==> src/rtl/add_arbiter.sv <==
// add_arbiter: round-robin sharing of one W-bit adder between N_REQ requesters.
// Optional 16-bit completed-transaction counter (txn_cnt) enabled by ADD_ARB_TXN_CNT_EN.
module add_arbiter #(
    parameter int N_REQ = 4,
    parameter int W     = 3
) (
    input  logic                       clk,
    input  logic                       rst,
    input  logic [N_REQ-1:0]           req_valid,
    input  logic [N_REQ*W-1:0]         req_x,
    input  logic [N_REQ*W-1:0]         req_y,
    output logic [N_REQ-1:0]           req_ready,
    output logic                       rsp_valid,
    input  logic                       rsp_ready,
    output logic [$clog2(N_REQ)-1:0]   rsp_id,
    output logic [W:0]                 rsp_z,
    output logic                       busy
`ifdef ADD_ARB_TXN_CNT_EN
    ,
    output logic [15:0]                txn_cnt
`endif
);

    localparam int IDW = $clog2(N_REQ);

    typedef enum logic [1:0] {
        IDLE,
        ADD,
        RESP
    } state_t;

    state_t          state;
    state_t          state_next;
    logic [IDW-1:0]  ptr;
    logic [IDW-1:0]  ptr_next;
    logic [W-1:0]    x_r;
    logic [W-1:0]    y_r;
    logic [IDW-1:0]  id_r;
    logic            grant_found;
    logic [IDW-1:0]  grant_id;
    int unsigned     scan_idx;

    // Scan ptr, ptr+1, ... wrapping mod N_REQ; first valid requester wins.
    always_comb begin
        grant_found = 1'b0;
        grant_id    = '0;
        scan_idx    = 0;
        for (int unsigned k = 0; k < N_REQ; k++) begin
            scan_idx = 32'(ptr) + k;
            if (scan_idx >= 32'(N_REQ)) begin
                scan_idx = scan_idx - 32'(N_REQ);
            end
            if (!grant_found && req_valid[scan_idx[IDW-1:0]]) begin
                grant_found = 1'b1;
                grant_id    = scan_idx[IDW-1:0];
            end
        end
    end

    always_comb begin
        ptr_next = (id_r == IDW'(N_REQ - 1)) ? '0 : id_r + 1'b1;
    end

    always_comb begin
        state_next = state;
        req_ready  = '0;
        case (state)
            IDLE: begin
                if (!rst && grant_found) begin
                    req_ready[grant_id] = 1'b1;
                    state_next          = ADD;
                end
            end
            ADD: begin
                state_next = RESP;
            end
            RESP: begin
                if (rsp_ready) begin
                    state_next = IDLE;
                end
            end
            default: begin
                state_next = IDLE;
            end
        endcase
    end

    always_ff @(posedge clk or posedge rst) begin
        if (rst) begin
            state  <= IDLE;
            ptr    <= '0;
            x_r    <= '0;
            y_r    <= '0;
            id_r   <= '0;
            rsp_z  <= '0;
            rsp_id <= '0;
        end else begin
            state <= state_next;
            case (state)
                IDLE: begin
                    if (grant_found) begin
                        x_r  <= req_x[32'(grant_id)*W +: W];
                        y_r  <= req_y[32'(grant_id)*W +: W];
                        id_r <= grant_id;
                    end
                end
                ADD: begin
                    rsp_z  <= {1'b0, x_r} + {1'b0, y_r};
                    rsp_id <= id_r;
                end
                RESP: begin
                    if (rsp_ready) begin
                        ptr <= ptr_next;
                    end
                end
                default: begin
                end
            endcase
        end
    end

    assign rsp_valid = (state == RESP);
    assign busy      = (state != IDLE);

`ifdef ADD_ARB_TXN_CNT_EN
    always_ff @(posedge clk or posedge rst) begin
        if (rst) begin
            txn_cnt <= '0;
        end else if (state == RESP && rsp_ready) begin
            txn_cnt <= txn_cnt + 16'd1;
        end
    end
`endif

endmodule

==> config.mk <==
export PLATFORM = sky130hd
export DESIGN_NAME = add_arbiter
export DESIGN_NICKNAME = d
export VERILOG_FILES = /design/src/rtl/add_arbiter.sv
export SDC_FILE = /design/constraint.sdc
export NUM_CORES = 1
export LEC_CHECK = 0
export ABC_AREA = 1
export CORE_MARGIN = 8
export CORE_UTILIZATION = 30
export DETAILED_ROUTE_END_ITERATION = 10
export PLACE_DENSITY = 0.66
export SYNTH_ARGS = -nofsm -noshare
export SYNTH_HDL_FRONTEND = slang
export SYNTH_SLANG_ARGS = --single-unit
export TNS_END_PERCENT = 10
==> constraint.sdc <==
create_clock -name clk -period 1.8 [get_ports clk]
set_clock_uncertainty 0.2 [all_clocks]
set_input_delay 0.27 -clock clk [delete_from_list [all_inputs] [get_ports clk]]
set_output_delay 0.27 -clock clk [all_outputs]
set_load 0.1 [all_outputs]
==> results of run 1 <==
[layout make-up]
cell class / instances / area share
Clock buffer: 3 / 0.0174
Inverter: 19 / 0.0352
Multi-Input combinational cell: 149 / 0.386
Sequential cell: 18 / 0.190
Tap cell: 52 / 0.0273
Timing Repair Buffer: 77 / 0.344
[placed cells by master (no fill, tap or decap), types with 5 or more instances in the layout]
master	count
nand2_1	47
nand3_1	36
buf_4	31
clkdlybuf4s50_1	30
nand2_2	25
dfrtp_1	16
inv_1	15
buf_12	12
o21ai_0	5
nand2_4	5
nor2_4	5
[tightest hold or removal path, cell delays in order]
cell and delay, ns:
clkdlybuf4s50_1 0.45, inv_1 0.09, buf_4 0.25
[stage by stage]
step / TNS (ns) / setup WS (ns)
detailed placement: -6.25 / -0.675
finish: -5.82 / -0.739
global route: -6.93 / -0.834
CTS: -5.03 / -0.720
floorplan: -2.83 / -0.644
global placement: -5.85 / -0.604
[layer usage]
metal,up-vias,track usage,wire length [um],part of all wire
met3,6,0.0117,100,0.024
met4,0,0.0283,74,0.018
met5,-,0,0,0
met1,699,0.139,1830,0.43
li1,774,-,-,-
met2,31,0.203,2210,0.52
[worst paths after layout]
kind | from | to | cells past startpoint
worst max-delay path | ptr[0] | req_ready[0] | 12
worst min-delay path | rst | y_r[2] | 3
worst max register to register | ptr[0] | x_r[1] | 13
worst min register to register | x_r[0] | x_r[0] | 2
max in group asynchronous | rst | ptr[1] | 3
min in group clk | x_r[0] | x_r[0] | 2
[sequential cells by signal, indices dropped and copies added (netlist names)]
| register | count |
|---|---|
| rsp_z | 4 |
| rsp_id | 2 |
| state | 2 |
| y_r | 3 |
| ptr | 2 |
| id_r | 2 |
| x_r | 3 |
[kinds of logic after synthesis]
logic type | Yosys count | synth area share
xor+xnor | 1 | 0.00631
buf+inv | 24 | 0.0929
simple gates | 132 | 0.482
compound gates | 11 | 0.0433
fa+ha+maj | 5 | 0.0505
flops | 18 | 0.325
[synth_stat cells, drive strengths merged]
| cell type | number | area, um2 |
|---|---|---|
| o21ai | 6 | 30.0 |
| nand3 | 40 | 218 |
| fa | 1 | 20.0 |
| clkbuf | 1 | 3.75 |
| nand2 | 77 | 339 |
| a21o | 1 | 7.51 |
| nand4 | 4 | 40.0 |
| inv | 19 | 71.3 |
| nand3b | 1 | 11.3 |
| ha | 4 | 50.1 |
| xor2 | 1 | 8.76 |
| o31ai | 1 | 7.51 |
| nor2 | 10 | 61.3 |
| a21oi | 3 | 15.0 |
| dfrtp | 18 | 450 |
| buf | 4 | 53.8 |
[what timing repair did]
| item | CTS | global route |
|---|---|---|
| resized for setup | 17 | 14 |
| setup buffers | 8 | 4 |
| pin swaps | 15 | 9 |
| setup endpoints to repair | 12 | 12 |
==> flow_summary.toml, run 1 <==
[die]
die_w_um = 84.0
die_area_um2 = 7060
io_pins = 43
dieHeight_um = 84.0
row_count = 24
core_um2 = 4410
initial_utilization = 0.314

[synthesis]
syn_nets = 227
synth_seq_area_share = 0.325
syn_inst = 191
synth_area_um2 = 1390
synth_cell_types = 25
synth_warnings = 0
syn_area_per_cell_um2 = 7.26
ys_ff_latch = 18

[finish]
drive_above_1_share = 0.372
n_fill_cell = 396
multi_input_area_um2 = 918
syn_to_final_growth_pct = 71.5
diodes = 0
nNetsFinal = 304
seq_area_um2 = 453
final_area_um2 = 2380
final_util = 0.539
layoutNonFillerInstCount = 318

[placement]
io_buffers = 42
dpl_cell_area_um2 = 2150
place_inst = 303
place_congestion = 0.885
dp_hpwl_um = 3160

[drt]
via_count = 1510
wl_per_cell_um = 13.3
dr.pass1.iters = 4
vias_per_cell = 4.75
ant_nets = 0
drc = 0
drtIter0Drc = 66
wirelength_um = 4220

[sta]
whs_ns = 0.247
fmax_mhz = 394
setup_violations = 12
relSlewSlack = 0.818
timing.final.ws_setup_ns = -0.739
rsz0062_at_grt = "yes"
hold_viol_final = 0
fin_crit_sh = 1.41
drv_slew = 0
worst_pin_slew_ns = 0.272
fin_crit_ns = 2.54

[global_route]
grt_pass1_vias = 1538
grt_usage = 0.113
grt_start_max_net_pins = 19
grt-ovfl-total = 0
grt_pass1_wl_um = 6930
grt_antenna_before_repair = 0

[cts]
clock-sinks = 18
clock_latency_ns = 0.25
tritoncts = "done"
cts_hold_buf = 0
cts_buffers = 3
cts_root_buffer = "clkbuf_8"
clkTransAtPathRegs_ns = 0.07
htree_levels = 1
cts_buffer_depth = 2

[critical_path]
slowest_delay_ns = 0.47
worstPathArrival_ns = 2.07
crit_buf_inv = 2
rrSetupSlack_ns = -0.44
worstSetupPathType = "flop to output port"
cp_top_family = "simple AND/OR/NAND/NOR gates"
start_kind = "flop"
path_cells = "clkinv_4, nand2_2, nand2_2, nand2_2, nand2_4, nand2_1, nand2_2, nand2_2, nand2_2, nand4_1, nor2_4, buf_12"
critPathSlowestCell = "dfrtp_2"
crit_fanout = 7
path_common_cell = "nand2_2"
critPathRequiredTime_ns = 1.33
endpoint_kind = "output port"

[status]
violations = "negative setup slack"
status = "finished with violations"

[hold_path]
hp-class = "input port to asynchronous set/reset pin"

[run]
cap_violations = 0
Power of run 1 is left out: the tool's default activity adds up to more than one toggle a clock period on the data nets, which glitch-free logic cannot reach.
==> inputs of run 2 (changes only) <==
Settings changed: CORE_UTILIZATION 30 to 27, PLACE_DENSITY 0.66 to 0.61, SETUP_SLACK_MARGIN from default to 0.15.
==> run 2 against run 1 <==
The flow still finishes with violations (negative setup slack). Flip-flop and latch count unchanged. Register-to-register slack better by 0.11 ns. Fmax increased by 1.8%. Clock-buffer cell count increased by 1. First-iteration DRC count shrank 1.5%. Hold slack better by 0.027 ns. Utilization fell by 8.8 points. Die area grew 9.0%. Critical path type unchanged. Critical endpoint is now req_ready[2].
==> flow_summary.toml, run 2 (synthesized netlist as in run 1, its figures left out) <==
[status]
status = "finished with violations"
violations = "negative setup slack"

[drt]
wl_per_cell_um = 12.1
dr.pass1.iters = 4
drc = 0
drtIter0Drc = 65
via_count = 1454
ant_nets = 0
wirelength_um = 3920
vias_per_cell = 4.47

[global_route]
grt-ovfl-total = 0
grt_pass1_wl_um = 6270
grt_antenna_before_repair = 0
grt_pass1_vias = 1391
grt_usage = 0.103
grt_start_max_net_pins = 19

[placement]
place_congestion = 0.817
io_buffers = 42
dpl_cell_area_um2 = 2150
dp_hpwl_um = 3270

[sta]
whs_ns = 0.274
fin_tns_setup_ns = -4.76
fin_crit_ns = 2.49
worst_pin_slew_ns = 0.310
hold_viol_final = 0
fmax_mhz = 401
fin_crit_sh = 1.39
setup_violations = 12
relSlewSlack = 0.793
rsz0062_at_grt = "yes"
drv_slew = 0
timing.final.ws_setup_ns = -0.695

[finish]
final_area_um2 = 2270
top_register = "rsp_z"
nNetsFinal = 292
final_util = 0.451
largest_reg_flops = 4
top_regs = "rsp_z x4, x_r x3, y_r x3"
syn_to_final_growth_pct = 63.8
drive_above_1_share = 0.310
diodes = 0
mostFrequentLayoutCells = "nand2_1 (55), nand3_1 (37), clkdlybuf4s50_1 (30)"
final_common_cell = "nand2_1"

[critical_path]
rrSetupSlack_ns = -0.33
r2r_end = "y_r[2]"
crit_fanout = 7
r2r-start = "ptr[0]"
rr_worst_depth = 13
start_kind = "flop"
critPathRequiredTime_ns = 1.33
endpoint_kind = "output port"
cp-startpoint = "ptr[0]"
worstPathArrival_ns = 2.02
crit_end = "req_ready[2]"
worstSetupPathType = "flop to output port"

[cts]
cts_hold_buf = 0
clkTransAtPathRegs_ns = 0.07
cts_root_buffer = "clkbuf_8"
tritoncts = "done"
cts_buffers = 3
clock_latency_ns = 0.25
cts_buffer_depth = 2
htree_levels = 1
clock-sinks = 18

[hold_path]
hp-class = "input port to asynchronous set/reset pin"

[die]
row_count = 26
die_w_um = 87.7
core_um2 = 5040
die_area_um2 = 7690
io_pins = 43
dieHeight_um = 87.7
initial_utilization = 0.275

[run]
cap_violations = 0
## run 2: area by class of cell
type / instances / area [um2]
flip-flops and latches: 18 / 452
fillers: 507 / 2770
multi-input cells: 149 / 878
well taps: 70 / 87.6
clock buffers: 4 / 55.1
repair buffers: 65 / 724
inverters: 19 / 76.3
## run 2: worst min-delay path by stage
stage | endpoint | slack (ns) | cells after the start
finish | y_r[0] | 0.27 | 3
global route | y_r[0] | 0.29 | 3
CTS | y_r[0] | 0.27 | 3
detailed placement | x_r[2] | 0.28 | 2
global placement | y_r[2] | 0.27 | 2
floorplan | id_r[0] | 0.02 | 1
## run 2: repair_timing
item	CTS	global route
hold endpoints to repair	0	0
resized for setup	6	9
gates cloned	0	0
buffers inserted	0	3
pin swaps	3	10
endpoints found under the setup margin	14	15
## run 2: worst max-delay path: stages, from the launching register on
cell and delay, ns:
dfrtp_2 0.45, buf_6 0.15, nand2_2 0.07, nand2_2 0.07, nand2_2 0.08, nand2_4 0.09, nor2_8 0.13, nand2_1 0.07
nand2_2 0.07, nand4_1 0.22, nor2_4 0.19, buf_12 0.18
## run 2: routing by layer
layer | vias to the layer above | part of all wire | track usage
met5 | - | 0 | 0
met4 | 0 | 0.0061 | 0.0328
met3 | 2 | 0.044 | 0.0197
met2 | 25 | 0.52 | 0.179
met1 | 674 | 0.43 | 0.123
li1 | 753 | - | -
## run 2: stage by stage
| step | setup WS (ns) | std cells |
|---|---|---|
| after floorplan | -0.644 | 191 |
| after global placement | -0.629 | 318 |
| after detailed placement | -0.685 | 318 |
| after CTS | -0.719 | 322 |
| after global routing | -0.824 | 325 |
| final | -0.695 | 325 |
Power of run 2 is left out for the same reason.
==> inputs of run 3 (changes only) <==
Settings changed: GPL_ROUTABILITY_DRIVEN from default to 0.
==> results of run 3 <==
Same layout as run 2: the final DEF is identical, and so are final timing and power.
Power of run 3 is left out for the same reason.
